### src/rtl/mc_data_split.sv
// Fast-side receiver: captures half-rate words on a fixed pll_clock phase,
// buffers two of them and streams each word out as two half-words.
module mc_data_split #(
    parameter int WIDTH     = 32,
    parameter int INVERT    = 1,
    parameter int LSB_FIRST = 1
) (
    input  logic                 pll_clock,
    input  logic                 reset_n,
    input  logic [WIDTH-1:0]     data_in,
    input  logic                 valid_in,
    output logic [WIDTH/2-1:0]   out_data,
    output logic                 out_valid,
    input  logic                 out_ready,
    output logic                 out_last,
    output logic                 overflow,
    input  logic                 clear_overflow,
    output logic                 phase
);

    localparam int   HW        = WIDTH / 2;
    localparam logic CAP_PHASE = INVERT[0];
    localparam logic LSB_FIRST_B = LSB_FIRST[0];

    logic             phase_q;
    logic [WIDTH-1:0] mem_q [2];
    logic             wr_ptr_q;
    logic             rd_ptr_q;
    logic [1:0]       count_q;
    logic [1:0]       count_d;
    logic             h_q;
    logic             overflow_q;

    logic             cap;
    logic             push;
    logic             accept;
    logic             pop;
    logic             full;
    logic             push_ok;
    logic             drop;
    logic             sel_upper;
    logic [WIDTH-1:0] head;

    // The launching div_clock register only changes on the other phase,
    // so sampling on this phase alone gives it a two-cycle path.
    assign cap     = (phase_q == CAP_PHASE);
    assign push    = cap & valid_in;
    assign full    = (count_q == 2'd2);
    assign accept  = out_valid & out_ready;
    assign pop     = accept & h_q;
    assign push_ok = push & (~full | pop);
    assign drop    = push & full & ~pop;

    always_comb begin
        count_d = count_q;
        case ({push_ok, pop})
            2'b10:   count_d = count_q + 2'd1;
            2'b01:   count_d = count_q - 2'd1;
            default: count_d = count_q;
        endcase
    end

    always_ff @(posedge pll_clock or negedge reset_n) begin
        if (!reset_n) begin
            phase_q    <= 1'b0;
            mem_q[0]   <= '0;
            mem_q[1]   <= '0;
            wr_ptr_q   <= 1'b0;
            rd_ptr_q   <= 1'b0;
            count_q    <= 2'd0;
            h_q        <= 1'b0;
            overflow_q <= 1'b0;
        end else begin
            phase_q <= ~phase_q;
            if (push_ok) begin
                mem_q[wr_ptr_q] <= data_in;
                wr_ptr_q        <= ~wr_ptr_q;
            end
            if (pop) begin
                rd_ptr_q <= ~rd_ptr_q;
            end
            count_q <= count_d;
            if (accept) begin
                h_q <= ~h_q;
            end
            // A drop on the same edge as a clear keeps the flag set.
            if (drop) begin
                overflow_q <= 1'b1;
            end else if (clear_overflow) begin
                overflow_q <= 1'b0;
            end
        end
    end

    assign head      = mem_q[rd_ptr_q];
    assign sel_upper = h_q ^ ~LSB_FIRST_B;
    assign out_data  = sel_upper ? head[WIDTH-1:HW] : head[HW-1:0];
    assign out_valid = (count_q != 2'd0);
    assign out_last  = h_q;
    assign overflow  = overflow_q;
    assign phase     = phase_q;

endmodule

### config.mk
export PLATFORM = sky130hd
export DESIGN_NAME = mc_data_split
export DESIGN_NICKNAME = d
export VERILOG_FILES = /design/src/rtl/mc_data_split.sv
export SDC_FILE = /design/constraint.sdc
export NUM_CORES = 1
export LEC_CHECK = 0
export BUFFER_PORTS_ARGS = -buffer_cell sky130_fd_sc_hd__buf_2
export CORE_MARGIN = 1
export CORE_UTILIZATION = 47
export CTS_CLUSTER_SIZE = 8
export DETAILED_ROUTE_END_ITERATION = 8
export GPL_ROUTABILITY_DRIVEN = 0
export PLACE_DENSITY = 0.69
export SLEW_MARGIN = 5
export SYNTH_ARGS = -nofsm -noshare
export SYNTH_HDL_FRONTEND = slang
export SYNTH_SLANG_ARGS = --single-unit
### constraint.sdc
create_clock -name pll_clock -period 1.9 [get_ports pll_clock]
set_input_delay 0.095 -clock pll_clock [delete_from_list [all_inputs] [get_ports pll_clock]]
set_output_delay 0.095 -clock pll_clock [all_outputs]
set_load 0.02 [all_outputs]
==> results of run 1 <==
cell families (layout without fill, tap and decap cells):
family | count (synthesis) | count (layout)
flops | 71 | 71
simple gates | 9 | 9
xor+xnor | 6 | 6
fa+ha+maj | 1 | 1
compound gates | 4 | 4
mux | 80 | 80
buf+inv | 13 | 117
sequential cells by signal, indices dropped and copies added, names as in the netlist:
name	cells
count_q	2
mem_q	64
out_last	1
overflow	1
phase	1
rd_ptr_q	1
wr_ptr_q	1
worst reg2reg max path, cell delays in order (launching register included):
cell	delay (ns)
dfrtp_1	0.43
or2_2	0.33
and3_1	0.22
ha_1	0.33
nor2_1	0.13
xor2_1	0.15
per-layer routing:
layer | up-vias | routed length (µm) | GRT usage
met5 | - | 0 | 0
met4 | 0 | 95 | 0.0893
met3 | 10 | 138 | 0.0308
met2 | 31 | 2900 | 0.297
met1 | 983 | 2610 | 0.245
li1 | 867 | - | -
through the flow:
stage	utilization	setup WS, ns
after floorplan	-	0.212
after global placement	0.556	0.293
after detailed placement	0.556	0.257
after CTS	0.638	0.0707
after global routing	0.638	0.0337
final	0.638	0.106
final timing paths:
path / to / from / slack [ns]
min in group asynchronous: mem_q[9] / reset_n / 0.30
setup reg to reg: count_q[1] / count_q[0] / 0.25
hold reg to reg: phase / phase / 0.47
hold / removal: mem_q[50] / data_in[18] / 0.02
max in group asynchronous: rd_ptr_q / reset_n / 1.26
setup / recovery: out_data[14] / rd_ptr_q / 0.11
layout by cell type, fill, tap and decap left out, types with 2 or more instances in the layout:
cell type / n
clkinv_2: 3
nand2_1: 3
buf_12: 4
mux2_2: 32
xnor2_1: 3
dlygate4sd3_1: 33
mux4_2: 16
dfrtp_1: 70
buf_4: 5
clkbuf_8: 10
xor2_1: 3
buf_2: 56
clkbuf_1: 2
inv_1: 3
mux2_1: 32
layout make-up:
type,instances,area [µm²]
clock buffer,12,145
sequential,71,1780
fill,485,2300
timing repair buffer,98,728
multi-input combinational,100,1250
tap,77,96.3
clock inverter,4,45.0
inverter,3,11.3
power by group:
part | total (mW) | internal, mW | leakage (nW) | switching (mW)
sequential | 2.69 | 2.28 | 0.834 | 0.411
combinational | 3.16 | 1.72 | 0.857 | 1.44
clock | 1.17 | 0.637 | 0.100 | 0.535
total | 7.03 | 4.64 | 1.79 | 2.39
what timing repair did:
item                                   CTS  global route
endpoints found under the hold margin  130             0
gates resized for setup                  1             0
setup endpoints to repair               12             0
hold buffers                            33             0
setup buffers                            0             0
==> metrics.md, run 1 <==
| Metric | Value |
|---|---|
| # port buffers | 56 |
| Count leader, synth | dfrtp_1 |
| XOR/XNOR Fraction of Synth Area | 0.0169 |
| Die Area | around 7000 µm² |
| Setup total negative slack | 0 ns |
| Max Clk Rate | 0.557 GHz |
| R2r worst-path depth | 5 |
| Startpoint Class | register |
| Critical Path Sink Type | output pin |
| Status | completed |
| Placed Cells | about 320 |
| Fin area | between 4000 and 5000 µm² |
| Gr usage total | 0.185 |
| Worst EP arrival | 1.70 ns |
| Vias in the first global route | 2,100 |
| Largest net degree at the start of global routing | between 70 and 80 |
| Mux contribution to synthesized area | 0.348 |
| Area delta synth->final | 30.4% |
| Total wire length | between 5 and 6 mm |
| Pins Over Slew Limit | 0 |
| WS Path Type | reg -> out |
| Rel. slew slack | 0.745 |
| Die Span Y | 83.3 µm |
| GR Overflow Total | 0 |
| First-pass GRT wire length | approximately 10 mm |
| DR iter-0 viols | 51 |
| Final setup viols | 0 |
| Vias per cell | slightly above 5 |
| Hold path depth | 2 |
| Crit-path leading delay family | multiplexers |
| Final cell count without fillers | about 370 |
| Num rows | 29 |
| Period utilisation layout | 0.944 |
| Max-Cap Viols | 0 |
| Part of the Yosys area used for sequential elements | 0.572 |
| Initial Utilization | 0.489 |
| Peak VDD IR | 962 µV |
| RSZ-0062 raised after global routing | no |
| Per-cell routed wire length | around 16 µm |
| Initial antenna violation count | 0 |
| Largest family of logic cells by synthesized area | multiplexers |
| Clk slew on worst S/H paths | roughly 0.07 ns |
| Placed instance area | roughly 3500 µm² |
| Total power | around 7 mW |
| Via count | around 1,900 |
| Mapped Avg Cell Area | 16.9 µm² |
| DRC | 0 |
| Syn Std Cell Area | around 3100 µm² |
| Ys async rst share | 1.00 |
| Core Region | 6350 µm² |
| Fraction of the mapped netlist area in simple logic gates | 0.0169 |
| Complex-gate fraction of the synthesized area | 0.0129 |
| Data required, critical path | 1.80 ns |
| Root Buffer | clkbuf_8 |
| EDFF count, synth | 0 |
| Synth Net Count | between 200 and 250 |
| Syn Inst Count | roughly 180 |
| Synth top area share | 0.572 |
| DP HPWL | ~3.7 mm |
| Max FO, Critical Path | 6 |
| Synthesis-stage register bit count | 71 |
| CTS Buf Count | 9 |
| Hold slack | 0.0191 ns |
| ANT nets after route | 0 |
| Slowest cell on crit path | mux4_2 |
| Adder-cell share of the synthesized area | 0.00403 |
| Hold WC Path Type | in -> reg |
| Clock tree buffer depth | 2 |
| Top FF cell, synth | dfrtp_1 |
| TritonCTS sink count | 71 |
| Layout cells sized above 1 | 0.462 |
| Clock Skew | around 0.0042 ns |
| Lkg Pwr | 1.79 nW |
| Critical Path Max Stage Delay | roughly 0.50 ns |
| H-Tree Depth | 3 |
| Critical path depth | 3 |
| Final hold violations | 0 |
| Post-synthesis cell type count | 23 |
| Die width | approximately 83 µm |
| Commonest cells in the netlist | 71 x dfrtp_1, 32 x mux2_1, 32 x mux2_2 |
| Power per Cell Area | 1730 nW/µm² |
| CTS tree | built |
| Antenna Cells | 0 |
| Clock Latency Late Sink | 0.33 ns |
| Io pins | 57 |
| CP Cell Sequence | buf_4 -> mux4_2 -> buf_2 |
| Post-layout minimum cycle time | approximately 1.8 ns |
| Drt pass-1 iters | 4 |
| Top post-synthesis cells by area | dfrtp_1 57%, mux2_1 12%, mux2_2 12% |
| Post-synth top area cell | dfrtp_1 |
| Crit path buf inv count | 2 |
| Slew @ Worst Pin | ~0.38 ns |
| Yosys warnings | 0 |
| # nets final | 321 |
(Power assumes the default switching activity.)
==> run 2: changes to the inputs <==
--- a/config.mk
+++ b/config.mk
@@ -7,11 +7,11 @@
 export LEC_CHECK = 0
 export BUFFER_PORTS_ARGS = -buffer_cell sky130_fd_sc_hd__buf_2
 export CORE_MARGIN = 1
-export CORE_UTILIZATION = 47
+export CORE_UTILIZATION = 55
 export CTS_CLUSTER_SIZE = 8
 export DETAILED_ROUTE_END_ITERATION = 8
 export GPL_ROUTABILITY_DRIVEN = 0
-export PLACE_DENSITY = 0.69
+export PLACE_DENSITY = 0.79
 export SLEW_MARGIN = 5
 export SYNTH_ARGS = -nofsm -noshare
 export SYNTH_HDL_FRONTEND = slang
==> metrics.md, run 2 (synthesis gave the netlist of run 1 again) <==
| Metric | Value |
|---|---|
| Num rows | 26 (was 29) |
| Met3 usage in global routing | 0.0452 (was 0.0308) |
| Gr usage total | 0.218 (was 0.185) |
| Hold path depth | 2 (unchanged) |
| Lkg Pwr | 1.75 nW (was 1.79 nW) |
| Worst EP arrival | 1.63 ns (was 1.70 ns) |
| Drt pass-1 iters | 4 (unchanged) |
| Critical Path Sink Type | output pin (unchanged) |
| Switching power total | 2.44 mW (was 2.39 mW) |
| Leading cell type in the layout, fill and taps excluded | dfrtp_1 (unchanged) |
| CTS tree | built (unchanged) |
| DRC | 0 (unchanged) |
| Most flop-heavy register | mem_q (unchanged) |
| Reg power frac | 0.384 (was 0.383) |
| Rel. slew slack | 0.753 (was 0.745) |
| Slew @ Worst Pin | 0.371 ns (was 0.382 ns) |
| Pins Over Slew Limit | 0 (unchanged) |
| Fraction of power consumed by the clock network | 0.161 (was 0.167) |
| Logic pwr share | 0.455 (was 0.450) |
| R2r worst-path depth | 5 (unchanged) |
| Die width | 77.2 µm (was 83.3 µm) |
| Antenna Cells | 0 (unchanged) |
| Root Buffer | clkbuf_8 (unchanged) |
| GR Overflow Total | 0 (unchanged) |
| Hold Crit Start | data_in[16] (was data_in[18]) |
| FF-to-FF setup slack | 0.25 ns (about the same) |
| Final critical-path setup slack | 0.171 ns (was 0.106 ns) |
| Startpoint Class | register (unchanged) |
| Largest net degree at the start of global routing | 72 (unchanged) |
| GR Layer Usage met1 | 0.304 (was 0.245) |
| Power per Cell Area | 1750 nW/µm² (was 1730 nW/µm²) |
| Top flop regs | mem_q x64, count_q x2 (unchanged) |
| Pint | 4.50 mW (was 4.64 mW) |
| Die Span Y | 77.2 µm (was 83.3 µm) |
| Via count | 1,848 (was 1,891) |
| First-pass GRT wire length | 9.71 mm (was 9.89 mm) |
| Post-layout minimum cycle time | 1.73 ns (was 1.79 ns) |
| Max FO, Critical Path | 9 (was 6) |
| Reg2reg end | count_q[1] (unchanged) |
| Clock Latency Late Sink | 0.33 ns (about the same) |
| Gr busiest metal | met2 (unchanged) |
| CTS Buf Count | 9 (unchanged) |
| Total wire length | 5.82 mm (was 5.75 mm) |
| Hold EP | mem_q[48] (was mem_q[50]) |
| Per-cell routed wire length | 16.5 µm (was 15.7 µm) |
| Dpl ws | 0.255 ns (was 0.257 ns) |
| H-Tree Depth | 3 (unchanged) |
| CP Cell Sequence | buf_4 -> mux4_2 -> buf_2 (unchanged) |
| Area delta synth->final | 27.6% (was 30.4%) |
| Met2 Use GR | 0.326 (was 0.297) |
| Status | completed (unchanged) |
| Initial antenna violation count | 0 (unchanged) |
| Vias in the first global route | 1,938 (was 2,100) |
| Slowest cell on crit path | mux4_2 (unchanged) |
| Max-Cap Viols | 0 (unchanged) |
| RSZ-0062 raised after global routing | no (unchanged) |
| Layout cells sized above 1 | 0.472 (was 0.462) |
| Clock Skew | 0.00790 ns (was 0.00419 ns) |
| Hold WC Path Type | in -> reg (unchanged) |
| Vias per cell | 5.25 (was 5.18) |
| Crit path buf inv count | 2 (unchanged) |
| # port buffers | 56 (unchanged) |
| Final setup viols | 0 (unchanged) |
| Clk slew on worst S/H paths | 0.07 ns (about the same) |
| Crit-path leading delay family | multiplexers (unchanged) |
| Peak VDD IR | 960 µV (was 962 µV) |
| Max Clk Rate | 0.578 GHz (was 0.557 GHz) |
| Critical Path Max Stage Delay | 0.54 ns (was 0.50 ns) |
| Core Region | 5270 µm² (was 6350 µm²) |
| Switching share of power | 0.351 (was 0.340) |
| Clock tree buffer depth | 2 (unchanged) |
| Die Area | 5950 µm² (was 6940 µm²) |
| RR Startpoint | count_q[0] (unchanged) |
| Period utilisation layout | 0.910 (was 0.944) |
| Largest register FFs | 64 (unchanged) |
| Data required, critical path | 1.80 ns (about the same) |
| Most frequent cells in the layout | 71 x dfrtp_1, 56 x buf_2, 32 x mux2_2, 32 x mux2_1, 28 x dlygate4sd3_1 (was 70 x dfrtp_1, 56 x buf_2, 33 x dlygate4sd3_1) |
| ANT nets after route | 0 (unchanged) |
| Final hold violations | 0 (unchanged) |
| Critical path depth | 3 (unchanged) |
| # nets final | 315 (was 321) |
| DP HPWL | 3.56 mm (was 3.67 mm) |
| Io pins | 57 (unchanged) |
| DR iter-0 viols | 78 (was 51) |
| Setup total negative slack | 0 ns (unchanged) |
| TritonCTS sink count | 71 (unchanged) |
| Initial Utilization | 0.590 (was 0.489) |
| WS Path Type | reg -> out (unchanged) |
==> run 2: through the flow <==
| stage | util | hold slack, ns | cell area (µm²) | power [mW] | cells |
|---|---|---|---|---|---|
| 2_1_floorplan | - | -0.201 | 3110 | 4.97 | 184 |
| 3_3_place_gp | 0.664 | 0.150 | 3500 | 5.73 | 308 |
| 3_5_place_dp | 0.664 | 0.150 | 3500 | 5.82 | 308 |
| 4_1_cts | 0.752 | 0.00101 | 3960 | 6.97 | 352 |
| 5_1_grt | 0.752 | 0.00460 | 3960 | 7.35 | 352 |
| 6_report | 0.752 | 0.00582 | 3960 | 6.93 | 352 |
==> run 2: worst max-delay path by stage <==
stage	slack, ns	start	end
2_1_floorplan	0.21	out_last	mem_q[34]
6_report	0.17	rd_ptr_q	out_data[12]
3_3_place_gp	0.30	count_q[0]	count_q[1]
4_1_cts	0.15	rd_ptr_q	out_data[9]
5_1_grt	0.09	rd_ptr_q	out_data[9]
3_5_place_dp	0.26	count_q[0]	count_q[1]
==> run 2: cell type report <==
cell class | instances | area (µm²)
inverters | 3 | 11.3
well taps | 70 | 87.6
clock buffers | 11 | 151
flip-flops and latches | 71 | 1780
repair buffers | 92 | 658
multi-input cells | 100 | 1250
fillers | 336 | 1310
clock inverters | 5 | 32.5
==> run 2: what timing repair did <==
item | CTS | global route
resized for setup | 0 | 0
setup buffers | 0 | 0
hold buffers | 28 | 0
endpoints found under the hold margin | 107 | 0
==> run 2: metal layers <==
metal	vias up	wire length, µm
li1	854	-
met1	947	2740
met2	38	2810
met5	-	0
met4	0	97
met3	9	167
==> run 2: power by group through the flow <==
| stage | sequential, mW | clock [mW] | combinational (mW) |
|---|---|---|---|
| 2_1_floorplan | 2.57 | 0 | 2.41 |
| 4_1_cts | 2.67 | 1.12 | 3.18 |
| 3_3_place_gp | 2.65 | 0 | 3.07 |
| 6_report | 2.66 | 1.11 | 3.16 |
| 3_5_place_dp | 2.69 | 0 | 3.13 |
| 5_1_grt | 2.78 | 1.20 | 3.38 |
